**config.mk**
```make
export PLATFORM = sky130hd
export DESIGN_NAME = uart_rx_fifo
export DESIGN_NICKNAME = d
export VERILOG_FILES = /design/src/rtl/uart_pkg.sv /design/src/rtl/uart_fifo.sv /design/src/rtl/uart_rx_fifo.sv
export SDC_FILE = /design/constraint.sdc
export NUM_CORES = 1
export LEC_CHECK = 0
export BUFFER_PORTS_ARGS = -buffer_cell sky130_fd_sc_hd__buf_4
export CAP_MARGIN = 25
export CORE_ASPECT_RATIO = 1.5
export CORE_MARGIN = 4
export CORE_UTILIZATION = 62
export CTS_CLUSTER_SIZE = 8
export DETAILED_ROUTE_END_ITERATION = 10
export PLACE_DENSITY = 0.89
export RECOVER_POWER = 100
export SLEW_MARGIN = 20
export SYNTH_ARGS = -nofsm -noshare
export SYNTH_HDL_FRONTEND = slang
export SYNTH_SLANG_ARGS = --single-unit
```
**constraint.sdc**
```tcl
create_clock -name clk -period 8.7 [get_ports clk]
set_clock_uncertainty 0.2 [all_clocks]
set_input_delay 2.61 -clock clk [delete_from_list [all_inputs] [get_ports clk]]
set_output_delay 2.61 -clock clk [all_outputs]
set_load 0.02 [all_outputs]
```
**src/rtl/uart_pkg.sv**
```systemverilog
// Shared definitions for the UART receive path: FSM encoding, parity modes,
// baud divisor and bit-vote helpers.
package uart_pkg;

  typedef logic [2:0] state_t;

  localparam state_t ST_IDLE   = 3'd0;
  localparam state_t ST_START  = 3'd1;
  localparam state_t ST_DATA   = 3'd2;
  localparam state_t ST_PARITY = 3'd3;
  localparam state_t ST_STOP   = 3'd4;
  localparam state_t ST_BREAK  = 3'd5;

  localparam logic PAR_EVEN = 1'b0;
  localparam logic PAR_ODD  = 1'b1;

  // Clocks per oversample tick, rounded to nearest and never below 1.
  function automatic int unsigned calc_div(int unsigned clk_hz, int unsigned baud,
                                           int unsigned os);
    int unsigned den;
    int unsigned q;
    den = baud * os;
    q   = (clk_hz + den / 2) / den;
    return (q == 0) ? 1 : q;
  endfunction

  function automatic logic maj3(logic a, logic b, logic c);
    return (a & b) | (a & c) | (b & c);
  endfunction

endpackage

```
**src/rtl/uart_fifo.sv**
```systemverilog
// Synchronous first-word-fall-through FIFO; rd_data always shows the head entry.
module uart_fifo #(
  parameter int WIDTH = 8,
  parameter int DEPTH = 16
) (
  input  logic                     clk,
  input  logic                     rst,
  input  logic                     wr_en,
  input  logic [WIDTH-1:0]         wr_data,
  input  logic                     rd_en,
  output logic [WIDTH-1:0]         rd_data,
  output logic                     empty,
  output logic                     full,
  output logic [$clog2(DEPTH):0]   count
);
  localparam int AW = $clog2(DEPTH);

  logic [WIDTH-1:0] mem_q [DEPTH];
  logic [WIDTH-1:0] mem_d [DEPTH];
  logic [AW-1:0]    wr_ptr_q, wr_ptr_d, rd_ptr_q, rd_ptr_d;
  logic [AW:0]      count_q, count_d;
  logic             do_wr, do_rd;

  assign empty   = (count_q == '0);
  assign full    = (count_q == (AW+1)'(DEPTH));
  assign count   = count_q;
  assign rd_data = mem_q[rd_ptr_q];

  // A full FIFO still takes a write when the head is popped in the same cycle.
  assign do_rd = rd_en && !empty;
  assign do_wr = wr_en && (!full || rd_en);

  always_comb begin
    mem_d    = mem_q;
    wr_ptr_d = wr_ptr_q;
    rd_ptr_d = rd_ptr_q;
    count_d  = count_q;
    if (do_wr) begin
      mem_d[wr_ptr_q] = wr_data;
      wr_ptr_d        = wr_ptr_q + 1'b1;
    end
    if (do_rd) rd_ptr_d = rd_ptr_q + 1'b1;
    case ({do_wr, do_rd})
      2'b10:   count_d = count_q + 1'b1;
      2'b01:   count_d = count_q - 1'b1;
      default: count_d = count_q;
    endcase
  end

  always_ff @(posedge clk or posedge rst) begin
    if (rst) begin
      for (int i = 0; i < DEPTH; i++) mem_q[i] <= '0;
      wr_ptr_q <= '0;
      rd_ptr_q <= '0;
      count_q  <= '0;
    end else begin
      mem_q    <= mem_d;
      wr_ptr_q <= wr_ptr_d;
      rd_ptr_q <= rd_ptr_d;
      count_q  <= count_d;
    end
  end

endmodule

```
**src/rtl/uart_rx_fifo.sv**
```systemverilog
// Oversampled UART receiver with 3-sample majority vote, runtime parity,
// sticky error flags and a FWFT word buffer.
module uart_rx_fifo
  import uart_pkg::*;
#(
  parameter int CLK_HZ     = 50_000_000,
  parameter int BAUD       = 115200,
  parameter int OVERSAMPLE = 16,
  parameter int DATA_BITS  = 8,
  parameter int STOP_BITS  = 1,
  parameter int FIFO_DEPTH = 16
) (
  input  logic                          clk,
  input  logic                          rst,
  input  logic                          rx,
  input  logic                          par_en,
  input  logic                          par_odd,
  input  logic                          rx_rd,
  output logic [DATA_BITS-1:0]          rx_data,
  output logic                          rx_ready,
  output logic [$clog2(FIFO_DEPTH):0]   rx_count,
  output logic                          frame_err,
  output logic                          par_err,
  output logic                          overrun,
  input  logic                          err_clr
);
  localparam int unsigned DIV = calc_div(CLK_HZ, BAUD, OVERSAMPLE);
  localparam int DCW = (DIV > 1) ? $clog2(DIV) : 1;
  localparam int PHW = $clog2(OVERSAMPLE);
  localparam int M   = OVERSAMPLE / 2;
  localparam int BCW = $clog2(DATA_BITS + 1);

  logic                 sync1_q, sync1_d, sync2_q, sync2_d, prev_q, prev_d;
  logic [DCW-1:0]       div_q, div_d;
  state_t               state_q, state_d;
  logic [PHW-1:0]       ph_q, ph_d;
  logic [BCW-1:0]       bit_q, bit_d;
  logic [DATA_BITS-1:0] shift_q, shift_d;
  logic [1:0]           smp_q, smp_d;
  logic                 par_en_q, par_en_d, par_odd_q, par_odd_d;
  logic                 par_bad_q, par_bad_d, stop_bad_q, stop_bad_d;
  logic                 frame_err_q, frame_err_d, par_err_q, par_err_d;
  logic                 overrun_q, overrun_d;
  logic                 tick, maj, stop_bad_now, push_w, fe_set, pe_set;
  logic                 fifo_empty, fifo_full;

  assign tick = (div_q == DCW'(DIV - 1));
  assign maj  = maj3(smp_q[1], smp_q[0], sync2_q);

  always_comb begin
    sync1_d    = rx;
    sync2_d    = sync1_q;
    prev_d     = sync2_q;
    div_d      = tick ? '0 : div_q + 1'b1;
    state_d    = state_q;
    ph_d       = ph_q;
    bit_d      = bit_q;
    shift_d    = shift_q;
    smp_d      = smp_q;
    par_en_d   = par_en_q;
    par_odd_d  = par_odd_q;
    par_bad_d  = par_bad_q;
    stop_bad_d = stop_bad_q;
    stop_bad_now = stop_bad_q | ~maj;
    push_w     = 1'b0;
    fe_set     = 1'b0;
    pe_set     = 1'b0;

    case (state_q)
      ST_IDLE: begin
        if (prev_q && !sync2_q) begin
          state_d = ST_START;
          ph_d    = '0;
        end
      end
      ST_BREAK: begin
        if (sync2_q) state_d = ST_IDLE;
      end
      default: begin
        if (tick) begin
          ph_d = (ph_q == PHW'(OVERSAMPLE - 1)) ? '0 : ph_q + 1'b1;
          if (ph_q == PHW'(M - 1)) smp_d[1] = sync2_q;
          if (ph_q == PHW'(M))     smp_d[0] = sync2_q;
          // Third vote is the live sample; every bit decision lands here.
          if (ph_q == PHW'(M + 1)) begin
            case (state_q)
              ST_START: begin
                if (!maj) begin
                  state_d    = ST_DATA;
                  bit_d      = '0;
                  par_en_d   = par_en;
                  par_odd_d  = par_odd ? PAR_ODD : PAR_EVEN;
                  par_bad_d  = 1'b0;
                  stop_bad_d = 1'b0;
                end else begin
                  state_d = ST_IDLE;
                end
              end
              ST_DATA: begin
                shift_d = {maj, shift_q[DATA_BITS-1:1]};
                if (bit_q == BCW'(DATA_BITS - 1)) begin
                  bit_d   = '0;
                  state_d = par_en_q ? ST_PARITY : ST_STOP;
                end else begin
                  bit_d = bit_q + 1'b1;
                end
              end
              ST_PARITY: begin
                par_bad_d = maj ^ (^shift_q) ^ (par_odd_q == PAR_ODD);
                state_d   = ST_STOP;
              end
              ST_STOP: begin
                if (bit_q == BCW'(STOP_BITS - 1)) begin
                  push_w  = !stop_bad_now && !par_bad_q;
                  fe_set  = stop_bad_now;
                  pe_set  = par_bad_q;
                  state_d = stop_bad_now ? ST_BREAK : ST_IDLE;
                end else begin
                  stop_bad_d = stop_bad_now;
                  bit_d      = bit_q + 1'b1;
                end
              end
              default: state_d = ST_IDLE;
            endcase
          end
        end
      end
    endcase

    frame_err_d = (frame_err_q & ~err_clr) | fe_set;
    par_err_d   = (par_err_q & ~err_clr) | pe_set;
    overrun_d   = (overrun_q & ~err_clr) | (push_w & fifo_full & ~rx_rd);
  end

  always_ff @(posedge clk or posedge rst) begin
    if (rst) begin
      sync1_q     <= 1'b1;
      sync2_q     <= 1'b1;
      prev_q      <= 1'b1;
      div_q       <= '0;
      state_q     <= ST_IDLE;
      ph_q        <= '0;
      bit_q       <= '0;
      shift_q     <= '0;
      smp_q       <= 2'b11;
      par_en_q    <= 1'b0;
      par_odd_q   <= PAR_EVEN;
      par_bad_q   <= 1'b0;
      stop_bad_q  <= 1'b0;
      frame_err_q <= 1'b0;
      par_err_q   <= 1'b0;
      overrun_q   <= 1'b0;
    end else begin
      sync1_q     <= sync1_d;
      sync2_q     <= sync2_d;
      prev_q      <= prev_d;
      div_q       <= div_d;
      state_q     <= state_d;
      ph_q        <= ph_d;
      bit_q       <= bit_d;
      shift_q     <= shift_d;
      smp_q       <= smp_d;
      par_en_q    <= par_en_d;
      par_odd_q   <= par_odd_d;
      par_bad_q   <= par_bad_d;
      stop_bad_q  <= stop_bad_d;
      frame_err_q <= frame_err_d;
      par_err_q   <= par_err_d;
      overrun_q   <= overrun_d;
    end
  end

  uart_fifo #(.WIDTH(DATA_BITS), .DEPTH(FIFO_DEPTH)) u_fifo (
    .clk     (clk),
    .rst     (rst),
    .wr_en   (push_w),
    .wr_data (shift_q),
    .rd_en   (rx_rd),
    .rd_data (rx_data),
    .empty   (fifo_empty),
    .full    (fifo_full),
    .count   (rx_count)
  );

  assign rx_ready  = !fifo_empty;
  assign frame_err = frame_err_q;
  assign par_err   = par_err_q;
  assign overrun   = overrun_q;

endmodule

```
==> reports/results.env, run 1 <==
STATUS='finished with violations'
VIOLATIONS='max-capacitance violations, max-slew violations'
SYNTH.FF_LATCH_COUNT=177
INITIALDRTVIOLATIONCOUNT=226
FLOORPLAN.DIE_AREA_SQ_UM=15970
BUFFER_PORTS.INSERTED=23
FINAL_CLOCK_PERIOD_UTILIZATION_BY_THE_WORST_PATH_PCT=78.20
CLKPWRFRAC_PCT=36.4
PLACEABLECOREAREA_SQ_UM=13600
YS_SEQ_AREA_SHARE_PCT=51.20
YOSYS_WARNINGS=0
SYNTH-EDFF-COUNT=0
P_INT_mW=1.455
CTSROOTBUFFERMASTER='clkbuf_16'
POWER.SEQUENTIAL.FRACTION_PCT=45.9
ROUTABILITYCONGESTION=0.8663
MOST-COMMON-LAYOUT-CELLS='171 x dfrtp_1, 134 x mux2_2, 40 x mux4_2, 24 x clkbuf_1, 22 x nand2_1'
DRT-TOTAL-WL_MICRONS=17730
POWER.SWITCHING_FRACTION_PCT=29.44
CLOCKBUFFERDEPTH=2
CRITICAL_PATH_REQUIRED_PS=5890
YS_TYPES=59
COMMONEST_NON_FILL_NON_TAP_CELL_IN_THE_LAYOUT='dfrtp_1'
FIRST_GLOBAL_VIAS=5528
CTS.CLK_SLEW.WORST_PATHS_PS=70
CP_MAX_FO=25
GRT_MAX_DEGREE=128
NETLIST.AREA_LEADER.SHARE_PCT=49.68
TIMING.CRITICAL_PATH.FROM_TYPE='register'
ROUTE.VIAS.TOTAL=5104
TIMING.MAX_SLEW.REL_SLACK_PCT=-81.77
DRC=0
FINALWORSTPATHREQUIREDPERIOD_PS=6803
CTS_TREE='yes'
SEQCELLAREA_SQ_UM=4437
CRITICAL_SETUP_PATH_KIND='reg -> out'
SYN-CELL-AREA_SQ_UM=8663
MULTI_INPUT_AREA_SQ_UM=3850
WORSTREGTOREGCELLS=9
SYNTH_FF_TYPE='dfrtp_1'
POSTLAYOUTCOREUTIL_PCT=68.15
MAPPED_CELLS=612
VDD.IR_DROP.WORST_V=0.0001863
ENDPOINT_KIND='output port'
PIN_COUNT=24
GR-USAGE-ALL-LAYERS_PCT=23.97
FILL_CELLS=898
DRV_SLEW=78
SYNTH.NET_COUNT=635
TIMING.SETUP.TNS_PS=0
HOLD_VIOLATIONS=0
WORSTPATHARRIVAL_PS=3990
CHIPWIDTH_MICRONS=104.5
REG2REG_FROM='div_q[0]$_DFF_PP0_'
MAX_CAP_VIOLATIONS=2
ANTENNA_FOUND_INITIAL=0
SETUP-VIOLATIONS-FINAL=0
FINAL_LAYOUT_SIZE_SUFFIX_GT1_SHARE_PCT=34.61
AVGSYNTHCELLAREA_SQ_UM=14.16
INSERTION_DELAY_PS=430
HOLD_PATH_STARTPOINT='sync1_q$_DFF_PP1_'
POST_CTS_BUFFERS=0
ANTENNA-DIODE-COUNT=0
DIE_HEIGHT_MICRONS=152.8
PLACE.DETAILED.HPWL_MICRONS=11370
YS_ASYNC_SR_FRACTION_PCT=100.0
FINALINSTANCEAREA_SQ_UM=9266
CRIT-REG2REG-CAPTURE='u_fifo.mem_q[40]$_DFFE_PP0P_'
DPL_CELL_AREA_SQ_UM=8882
COMB_POWER_SHARE_PCT=17.7
GRT_SETUP_UNREPAIRED='false'
CTS_REPAIR_RESIZED_INSTS=0
SYNTH.AREA.TOP_CELLS='dfrtp_1 50%, mux2_2 18%, mux4_2 10%, ha_1 2.3%, xnor2_1 1.6%'
WORST_SLEW_PIN_SLEW_PS=2727
H-TREE-DEPTH=4
HOLDCRITPATHCLASS='reg -> reg'
ROUTE.DETAILED.WL_PER_INST_MICRONS=22.47
CELLLEAKAGEPOWER_nW=4.327
REG2REG_SLACK_PS=4150
ROUTE.ANTENNA.REMAINING_NETS=0
CTS_MADE_BUFFERS=17
HOLD-PATH-ENDPOINT='prev_d$_DFF_PP1_'
POWER.SWITCHING_mW=0.6069
LAYOUT.CELLS.NON_FILLER=789
CTS_HOLD_BUFFERS=0
PLACEDCELLCOUNT=756
GRT_FIRST_PASS_WIRELENGTH_MICRONS=29790
WORSTHOLDPATHCELLS=0
ROWS=52
CLOCK.FMAX_MHz=147.0
DETAILEDROUTE.FIRSTPASSITERATIONCOUNT=4
CTS.SINKS=177
AREA_GROWTH_SYN_TO_LAYOUT_PCT=6.961
POWER-PER-CELL-AREA_nW_PER_UM2=222.5
FIN_NETS=637
GLOBALROUTEOVERFLOWTOTAL=0
INITIAL_UTILIZATION_PCT=63.71
VIA_PER_INST=6.469
SYNTH.LARGEST_AREA_CELL='dfrtp_1'
[worst max-delay path by stage]
stage | start | to | slack [ps] | cells after the start
after floorplan | rst | bit_q[0]$_DFFE_PP0P_ | 1100 | 1
after global routing | u_fifo.rd_ptr_q[0]$_DFFE_PP0P_ | rx_data[6] | 1520 | 4
after CTS | u_fifo.rd_ptr_q[0]$_DFFE_PP0P_ | rx_data[4] | 3000 | 4
after detailed placement | rx_rd | u_fifo.count[4]$_DFFE_PP0P_ | 2950 | 12
after global placement | rx_rd | u_fifo.count[4]$_DFFE_PP0P_ | 3170 | 12
final | u_fifo.rd_ptr_q[0]$_DFFE_PP0P_ | rx_data[4] | 1900 | 4
[logic make-up after synthesis]
kind of cell	count (synthesis)	synth area share, %
mux	185	29.20
flops	177	51.20
simple gates	93	7.611
xor+xnor	23	2.325
buf+inv	62	2.990
fa+ha+maj	17	2.426
compound gates	55	4.246
[area by class of cell]
class	instances	area share [%]
Clock buffer	25	5.455
Clock inverter	7	0.7831
Inverter	17	0.7696
Multi-Input combinational cell	373	41.55
Sequential cell	177	47.88
Tap cell	162	2.187
Timing Repair Buffer	28	1.377
[layer usage]
| metal | up-vias | track usage (%) | part of all wire [%] |
|---|---|---|---|
| li1 | 2261 | - | - |
| met1 | 2690 | 28.96 | 39 |
| met2 | 113 | 42.36 | 56 |
| met3 | 40 | 3.688 | 3.0 |
| met4 | 0 | 10.58 | 2.7 |
| met5 | - | 0 | 0 |
[sequential cells by signal, summed over array words and instances, names as in the netlist]
name and flops:
stop_bad_q 1, shift_q 8, frame_err 1, u_fifo.rd_ptr_q 4, prev_d 1, u_fifo.wr_ptr_q 4
u_fifo.count 5, par_err 1, u_fifo.mem_q 128, state_q 3, div_q 5, overrun 1
prev_q 1, par_odd_q 1, smp_q 2, bit_q 4, par_en_q 1, sync1_q 1
par_bad_q 1, ph_q 4
[worst max-delay path: stages, from the launching register on]
cell,delay [ps]
dfrtp_2,590
clkbuf_1,1580
mux4_2,690
mux4_2,490
clkbuf_1,190
[power groups by stage]
stage	logic (mW)	clock network, mW	registers [mW]
floorplan	0.340	0	0.903
global placement	0.365	0	0.957
detailed placement	0.379	0	0.961
CTS	0.379	0.762	0.947
global route	0.401	0.791	0.958
finish	0.365	0.751	0.946
[through the flow]
stage | setup slack, ps | power [mW] | hold slack [ps]
2_1_floorplan | 1096 | 1.243 | 145.2
3_3_place_gp | 3173 | 1.322 | 149.6
3_5_place_dp | 2949 | 1.341 | 147.2
4_1_cts | 3005 | 2.088 | 156.5
5_1_grt | 1517 | 2.149 | 167.2
6_report | 1897 | 2.062 | 160.4
[cell usage after synthesis (all sizes together), types with 6 or more instances]
master,instances
o22ai,6
nand2b,6
nand4b,10
a21oi,6
ha,16
nand4,6
dfrtp,172
buf,15
o21ai,17
xnor2,16
nor2,15
nand3,7
mux2,142
mux4,40
xor2,7
clkbuf,30
inv,17
nand2,22
No activity file was read; power rests on OpenSTA's default activity.
==> inputs of run 2 (changes only) <==
Settings changed: CORE_UTILIZATION 62 to 56, PLACE_DENSITY 0.89 to 0.86.
Clock period 8.7 ns to 6 ns, I/O delays scaled along.
==> reports/results.env, run 2 (synthesis results as in run 1) <==
CRITPATHCAPTURE='rx_data[4]'
HOLD_VIOLATIONS=0  # unchanged
ANTENNA-DIODE-COUNT=0  # unchanged
INITIAL_UTILIZATION_PCT=57.22  # -6.5 points
CRIT-REG2REG-CAPTURE='u_fifo.count[4]$_DFFE_PP0P_'
CELLLEAKAGEPOWER_nW=4.357  # +0.70%
TIMING.MAX_SLEW.REL_SLACK_PCT=-53.56  # +28 points
PLACEABLECOREAREA_SQ_UM=15140  # +11%
LARGEST_REGISTER_FF_COUNT=128  # unchanged
H-TREE-DEPTH=4  # unchanged
ROUTE.DETAILED.WL_PER_INST_MICRONS=21.04  # -6.3%
MAX_CAP_VIOLATIONS=1  # -1
CRITICAL_PATH_REQUIRED_PS=4000  # -1890 ps
SETUP-VIOLATIONS-FINAL=0  # unchanged
INSERTION_DELAY_PS=430  # about the same
SEQCELLAREA_SQ_UM=4437  # unchanged
ROUTE.ANTENNA.REMAINING_NETS=0  # unchanged
WORST_SLEW_PIN_SLEW_PS=2303  # -423.1 ps
GRT_SETUP_UNREPAIRED='false'
ROUTE.VIAS.TOTAL=5072  # -0.63%
REG2REG_SLACK_PS=1530  # -2620 ps
PLACE.DETAILED.HPWL_MICRONS=11630  # +2.3%
FINAL_LAYOUT_SIZE_SUFFIX_GT1_SHARE_PCT=36.36  # +1.8 points
DRT-TOTAL-WL_MICRONS=17380  # -2.0%
FLOORPLAN.DIE_AREA_SQ_UM=17570  # +10%
WORSTREGTOREGCELLS=15  # +6
STATUS='finished with violations'
HOLDCRITPATHCLASS='reg -> reg'
FINALINSTANCEAREA_SQ_UM=9371  # +1.1%
POWER-PER-CELL-AREA_nW_PER_UM2=324.9  # +46%
COMMONEST_NON_FILL_NON_TAP_CELL_IN_THE_LAYOUT='dfrtp_1'
FINAL_CLOCK_PERIOD_UTILIZATION_BY_THE_WORST_PATH_PCT=83.90
GRT_MAX_DEGREE=178  # +39%
FINAL_CRITICAL_PATH_SETUP_SLACK_PS=966.2  # -930.8 ps
DRV_SLEW=178  # +130%
DIE_HEIGHT_MICRONS=160.3  # +4.9%
AREA_GROWTH_SYN_TO_LAYOUT_PCT=8.174
CTS_HOLD_BUFFERS=0  # unchanged
CLOCKBUFFERDEPTH=2  # unchanged
MOST-COMMON-LAYOUT-CELLS='171 x dfrtp_1, 138 x mux2_2, 40 x mux4_2, 22 x nand2_1, 19 x clkbuf_1'
LAYOUT.CELLS.NON_FILLER=826  # +4.7%
CRITICAL_SETUP_PATH_KIND='reg -> out'
REG2REG_FROM='div_q[0]$_DFF_PP0_'
INITIALDRTVIOLATIONCOUNT=206  # -8.8%
ANTENNA_FOUND_INITIAL=0  # unchanged
DRC=0  # unchanged
FINALWORSTPATHREQUIREDPERIOD_PS=5034
FILL_CELLS=1109  # +23%
POST_CTS_BUFFERS=0  # unchanged
CTS.CLK_SLEW.WORST_PATHS_PS=70  # about the same
VDD.IR_DROP.WORST_V=0.0002681  # +44%
CTS.SINKS=177  # unchanged
DPL_CELL_AREA_SQ_UM=8951  # +0.77%
CP_MAX_FO=25  # unchanged
PIN_COUNT=24  # unchanged
VIA_PER_INST=6.140  # -5.1%
GLOBALROUTEOVERFLOWTOTAL=0  # unchanged
ROUTABILITYCONGESTION=0.8621  # -0.48%
WORST_SLACK_AT_PLACEMENT_PS=1468  # -1481 ps
REGMOSTFLOPS='u_fifo.mem_q'
VIOLATIONS='max-capacitance violations, max-slew violations'
LARGESTREGISTERS='u_fifo.mem_q: 128 flops, shift_q: 8 flops'
CTSROOTBUFFERMASTER='clkbuf_16'
HOLD_SLACK_PS=161.8  # +1.420 ps
FIN_NETS=637  # unchanged
DETAILEDROUTE.FIRSTPASSITERATIONCOUNT=4  # unchanged
CHIPWIDTH_MICRONS=109.6  # +4.8%
MULTI_INPUT_AREA_SQ_UM=3861  # +0.29%
TIMING.SETUP.TNS_PS=0  # unchanged
ROWS=55  # +5.8%
CTS_MADE_BUFFERS=17  # unchanged
TIMING.CRITICAL_PATH.FROM_TYPE='register'
CTS_REPAIR_RESIZED_INSTS=0  # unchanged
ENDPOINT_KIND='output port'
CTS_TREE='yes'
BUFFER_PORTS.INSERTED=23  # unchanged
GRT_FIRST_PASS_WIRELENGTH_MICRONS=28880  # -3.1%
FIRST_GLOBAL_VIAS=5541  # +0.24%
PLACEDCELLCOUNT=794  # +5.0%
CRIT_START='u_fifo.rd_ptr_q[0]$_DFFE_PP0P_'
WORSTPATHARRIVAL_PS=3030  # -960 ps
CLOCK.FMAX_MHz=198.7
GR-USAGE-ALL-LAYERS_PCT=21.58  # -2.4 points
-- run 2: metal layers --
| metal | wire (microns) | global-route usage [%] |
|---|---|---|
| met2 | 9511 | 37.10 |
| met5 | 0 | 0 |
| met3 | 507 | 4.302 |
| met4 | 585 | 9.416 |
| met1 | 6774 | 25.97 |
-- run 2: worst max-delay path, stage by stage (launching register included) --
cell and delay (ps):
dfrtp_2 900, clkbuf_1 450, mux4_2 580, mux4_2 470
clkbuf_1 190
-- run 2: power breakdown --
part / switching [mW] / internal [mW] / leakage (nW) / total, mW
clock network: 0.462 / 0.679 / 0.288 / 1.14
logic: 0.250 / 0.242 / 1.67 / 0.492
registers: 0.174 / 1.24 / 2.40 / 1.41
-- run 2: worst min path at each step --
stage                 startpoint                to  slack (ps)  depth (start not counted)
2_1_floorplan  sync1_q$_DFF_PP1_  prev_d$_DFF_PP1_         150                          0
3_3_place_gp   sync1_q$_DFF_PP1_  prev_d$_DFF_PP1_         150                          0
3_5_place_dp   sync1_q$_DFF_PP1_  prev_d$_DFF_PP1_         150                          0
4_1_cts        sync1_q$_DFF_PP1_  prev_d$_DFF_PP1_         160                          0
5_1_grt        sync1_q$_DFF_PP1_  prev_d$_DFF_PP1_         170                          0
6_report       sync1_q$_DFF_PP1_  prev_d$_DFF_PP1_         160                          0
-- run 2: metrics by stage --
step | utilization, % | total power [mW]
finish | 61.90 | 3.045
floorplan | - | 1.803
global route | 61.90 | 3.175
CTS | 63.20 | 3.086
global placement | 59.12 | 1.923
detailed placement | 59.12 | 1.949
-- run 2: final cells by class --
| type | instances | share of cell area (%) |
|---|---|---|
| clock buffers | 20 | 4.873 |
| multi-input cells | 373 | 41.20 |
| inverters | 17 | 0.6943 |
| repair buffers | 28 | 1.522 |
| flip-flops and latches | 177 | 47.34 |
| clock inverters | 12 | 1.709 |
| well taps | 199 | 2.657 |
==> inputs of run 3 (changes only) <==
Settings changed: CORE_UTILIZATION 56 to 62, PLACE_DENSITY 0.86 to 0.89.
Clock period 6 ns to 5.2 ns, I/O delays scaled along.
==> reports/results.env, run 3 (synthesis results as in run 1) <==
DPL_CELL_AREA_SQ_UM=8947  # about the same
CP_MAX_FO=35  # +40%
MAX_CAP_VIOLATIONS=2  # +1
FILL_CELLS=880  # -21%
CLKPWRFRAC_PCT=36.1  # -1.4 points
POWER.SWITCHING_FRACTION_PCT=29.66  # +0.56 points
REG2REG_SLACK_PS=1400  # -130 ps
LARGESTREGISTERS='u_fifo.mem_q: 128 flops, shift_q: 8 flops'
LAYOUT.CELLS.NON_FILLER=793  # -4.0%
TIMING.CRITICAL_PATH.FROM_TYPE='register'
CELLLEAKAGEPOWER_nW=4.336  # -0.48%
CTS_TREE='yes'
HOLD_VIOLATIONS=0  # unchanged
CTS.CLK_SLEW.WORST_PATHS_PS=60  # about the same
SEQCELLAREA_SQ_UM=4437  # unchanged
WORSTPATHARRIVAL_PS=2710  # -320 ps
VDD.IR_DROP.WORST_V=0.0002950  # +10%
STATUS='finished with violations'
DRT-TOTAL-WL_MICRONS=17870  # +2.8%
REG2REG_FROM='bit_q[0]$_DFFE_PP0P_'
REPORT.POWER.TOTAL_mW=3.436  # +13%
FIN_NETS=642  # +0.78%
ROWS=52  # -5.5%
GRT_FIRST_PASS_WIRELENGTH_MICRONS=29480  # +2.1%
POSTLAYOUTCOREUTIL_PCT=68.39  # +6.5 points
VIA_PER_INST=6.518  # +6.2%
CTS_MADE_BUFFERS=17  # unchanged
ANTENNA-DIODE-COUNT=0  # unchanged
COMMONEST_NON_FILL_NON_TAP_CELL_IN_THE_LAYOUT='dfrtp_1'
INSERTION_DELAY_PS=430  # about the same
CRIT_START='u_fifo.rd_ptr_q[0]$_DFFE_PP0P_'
REGMOSTFLOPS='u_fifo.mem_q'
COMB_POWER_SHARE_PCT=18.4  # +2.3 points
TIMING.MAX_SLEW.REL_SLACK_PCT=-11.49  # +42 points
GRT_SETUP_UNREPAIRED='false'
FLOORPLAN.DIE_AREA_SQ_UM=15970  # -9.1%
CRITICAL_SETUP_PATH_KIND='reg -> out'
PLACEDCELLCOUNT=761  # -4.2%
FINAL_LAYOUT_SIZE_SUFFIX_GT1_SHARE_PCT=35.82  # -0.55 points
PLACE.DETAILED.HPWL_MICRONS=11550  # -0.70%
AREA_GROWTH_SYN_TO_LAYOUT_PCT=7.351
DIE_HEIGHT_MICRONS=152.8  # -4.7%
FINALWORSTPATHREQUIREDPERIOD_PS=4472
P_INT_mW=2.417  # +12%
H-TREE-DEPTH=4  # unchanged
TIMING.SETUP.TNS_PS=0  # unchanged
ANTENNA_FOUND_INITIAL=0  # unchanged
CRIT-REG2REG-CAPTURE='u_fifo.count[4]$_DFFE_PP0P_'
CRITPATHMOSTFREQUENTCELL='mux4_2'
POST_CTS_BUFFERS=0  # unchanged
CLOCKBUFFERDEPTH=2  # unchanged
CRITPATHCAPTURE='rx_data[3]'
LARGEST_REGISTER_FF_COUNT=128  # unchanged
ROUTABILITYCONGESTION=0.8044  # -6.7%
INITIALDRTVIOLATIONCOUNT=329  # +60%
ROUTE.ANTENNA.REMAINING_NETS=0  # unchanged
PLACEABLECOREAREA_SQ_UM=13600  # -10%
POWER.SWITCHING_mW=1.019  # +15%
MULTI_INPUT_AREA_SQ_UM=3861  # unchanged
FIRST_GLOBAL_VIAS=5627  # +1.6%
CRIT_CHAIN='clkbuf_4, mux4_2, mux4_2, clkbuf_1'
WORST_SLACK_AT_PLACEMENT_PS=846.2  # -621.8 ps
BUFFER_PORTS.INSERTED=23  # unchanged
GR-USAGE-ALL-LAYERS_PCT=23.68  # +2.1 points
FINAL_CRITICAL_PATH_SETUP_SLACK_PS=728.2  # -238.1 ps
DRV_SLEW=152  # -15%
POWER-PER-CELL-AREA_nW_PER_UM2=369.4  # +14%
POWER.SEQUENTIAL.FRACTION_PCT=45.6  # -0.8 points
CTSROOTBUFFERMASTER='clkbuf_16'
SETUP-VIOLATIONS-FINAL=0  # unchanged
HOLDCRITPATHCLASS='reg -> reg'
DRC=0  # unchanged
CRIT_SLOWEST_CELL='mux4_2'
CRITICAL_PATH_REQUIRED_PS=3440  # -560 ps
PIN_COUNT=24  # unchanged
INITIAL_UTILIZATION_PCT=63.71  # +6.5 points
CHIPWIDTH_MICRONS=104.5  # -4.6%
CTS_REPAIR_RESIZED_INSTS=0  # unchanged
WORST_SLEW_PIN_SLEW_PS=1672  # -631.1 ps
ROUTE.DETAILED.WL_PER_INST_MICRONS=22.53  # +7.1%
CRITPATHMAXSTAGEDELAY_PS=610  # -290 ps
GLOBALROUTEOVERFLOWTOTAL=0  # unchanged
CTS.SINKS=177  # unchanged
HOLD_SLACK_PS=158.5  # -3.345 ps
MOST-COMMON-LAYOUT-CELLS='171 x dfrtp_1, 136 x mux2_2, 40 x mux4_2, 23 x clkbuf_1, 22 x nand2_1'
FINAL_CLOCK_PERIOD_UTILIZATION_BY_THE_WORST_PATH_PCT=86.00
VIOLATIONS='max-capacitance violations, max-slew violations'
ENDPOINT_KIND='output port'
CTS_HOLD_BUFFERS=0  # unchanged
DETAILEDROUTE.FIRSTPASSITERATIONCOUNT=4  # unchanged
FINALINSTANCEAREA_SQ_UM=9300  # -0.76%
CLOCK.FMAX_MHz=223.6
GRT_MAX_DEGREE=121  # -32%
WORSTREGTOREGCELLS=15  # unchanged
ROUTE.VIAS.TOTAL=5169  # +1.9%
-- run 3: power groups by stage --
stage	logic [mW]	registers, mW	clock network (mW)
after floorplan	0.570	1.51	0
after global placement	0.642	1.58	0
after detailed placement	0.665	1.59	0
after CTS	0.672	1.56	1.25
after global routing	0.695	1.58	1.32
final	0.631	1.57	1.24
-- run 3: worst min path at each step --
stage / from / end / slack [ps] / depth (start not counted)
4_1_cts: sync1_q$_DFF_PP1_ / prev_d$_DFF_PP1_ / 160 / 0
6_report: sync1_q$_DFF_PP1_ / prev_d$_DFF_PP1_ / 160 / 0
3_5_place_dp: sync1_q$_DFF_PP1_ / prev_d$_DFF_PP1_ / 150 / 0
3_3_place_gp: sync1_q$_DFF_PP1_ / prev_d$_DFF_PP1_ / 150 / 0
5_1_grt: sync1_q$_DFF_PP1_ / prev_d$_DFF_PP1_ / 170 / 0
2_1_floorplan: sync1_q$_DFF_PP1_ / prev_d$_DFF_PP1_ / 150 / 0
-- run 3: cell type report --
| cell class | instances | share of cell area, % |
|---|---|---|
| multi-input combinational | 373 | 41.52 |
| sequential | 177 | 47.71 |
| clock inverter | 13 | 1.507 |
| timing repair buffer | 33 | 1.776 |
| clock buffer | 18 | 4.615 |
| inverter | 17 | 0.6996 |
| tap | 162 | 2.179 |
-- run 3: critical path: cells and delay by family (launching register included) --
kind | cells | cell delay (ps)
flops | 1 | 340
buf+inv | 2 | 790
mux | 2 | 1120
-- run 3: layer usage --
layer,wire [microns],global-route usage (%),vias up
met5,0,0,-
met4,611,12.17,0
met3,666,3.858,50
met2,9891,41.62,147
met1,6697,27.90,2708
li1,-,-,2264
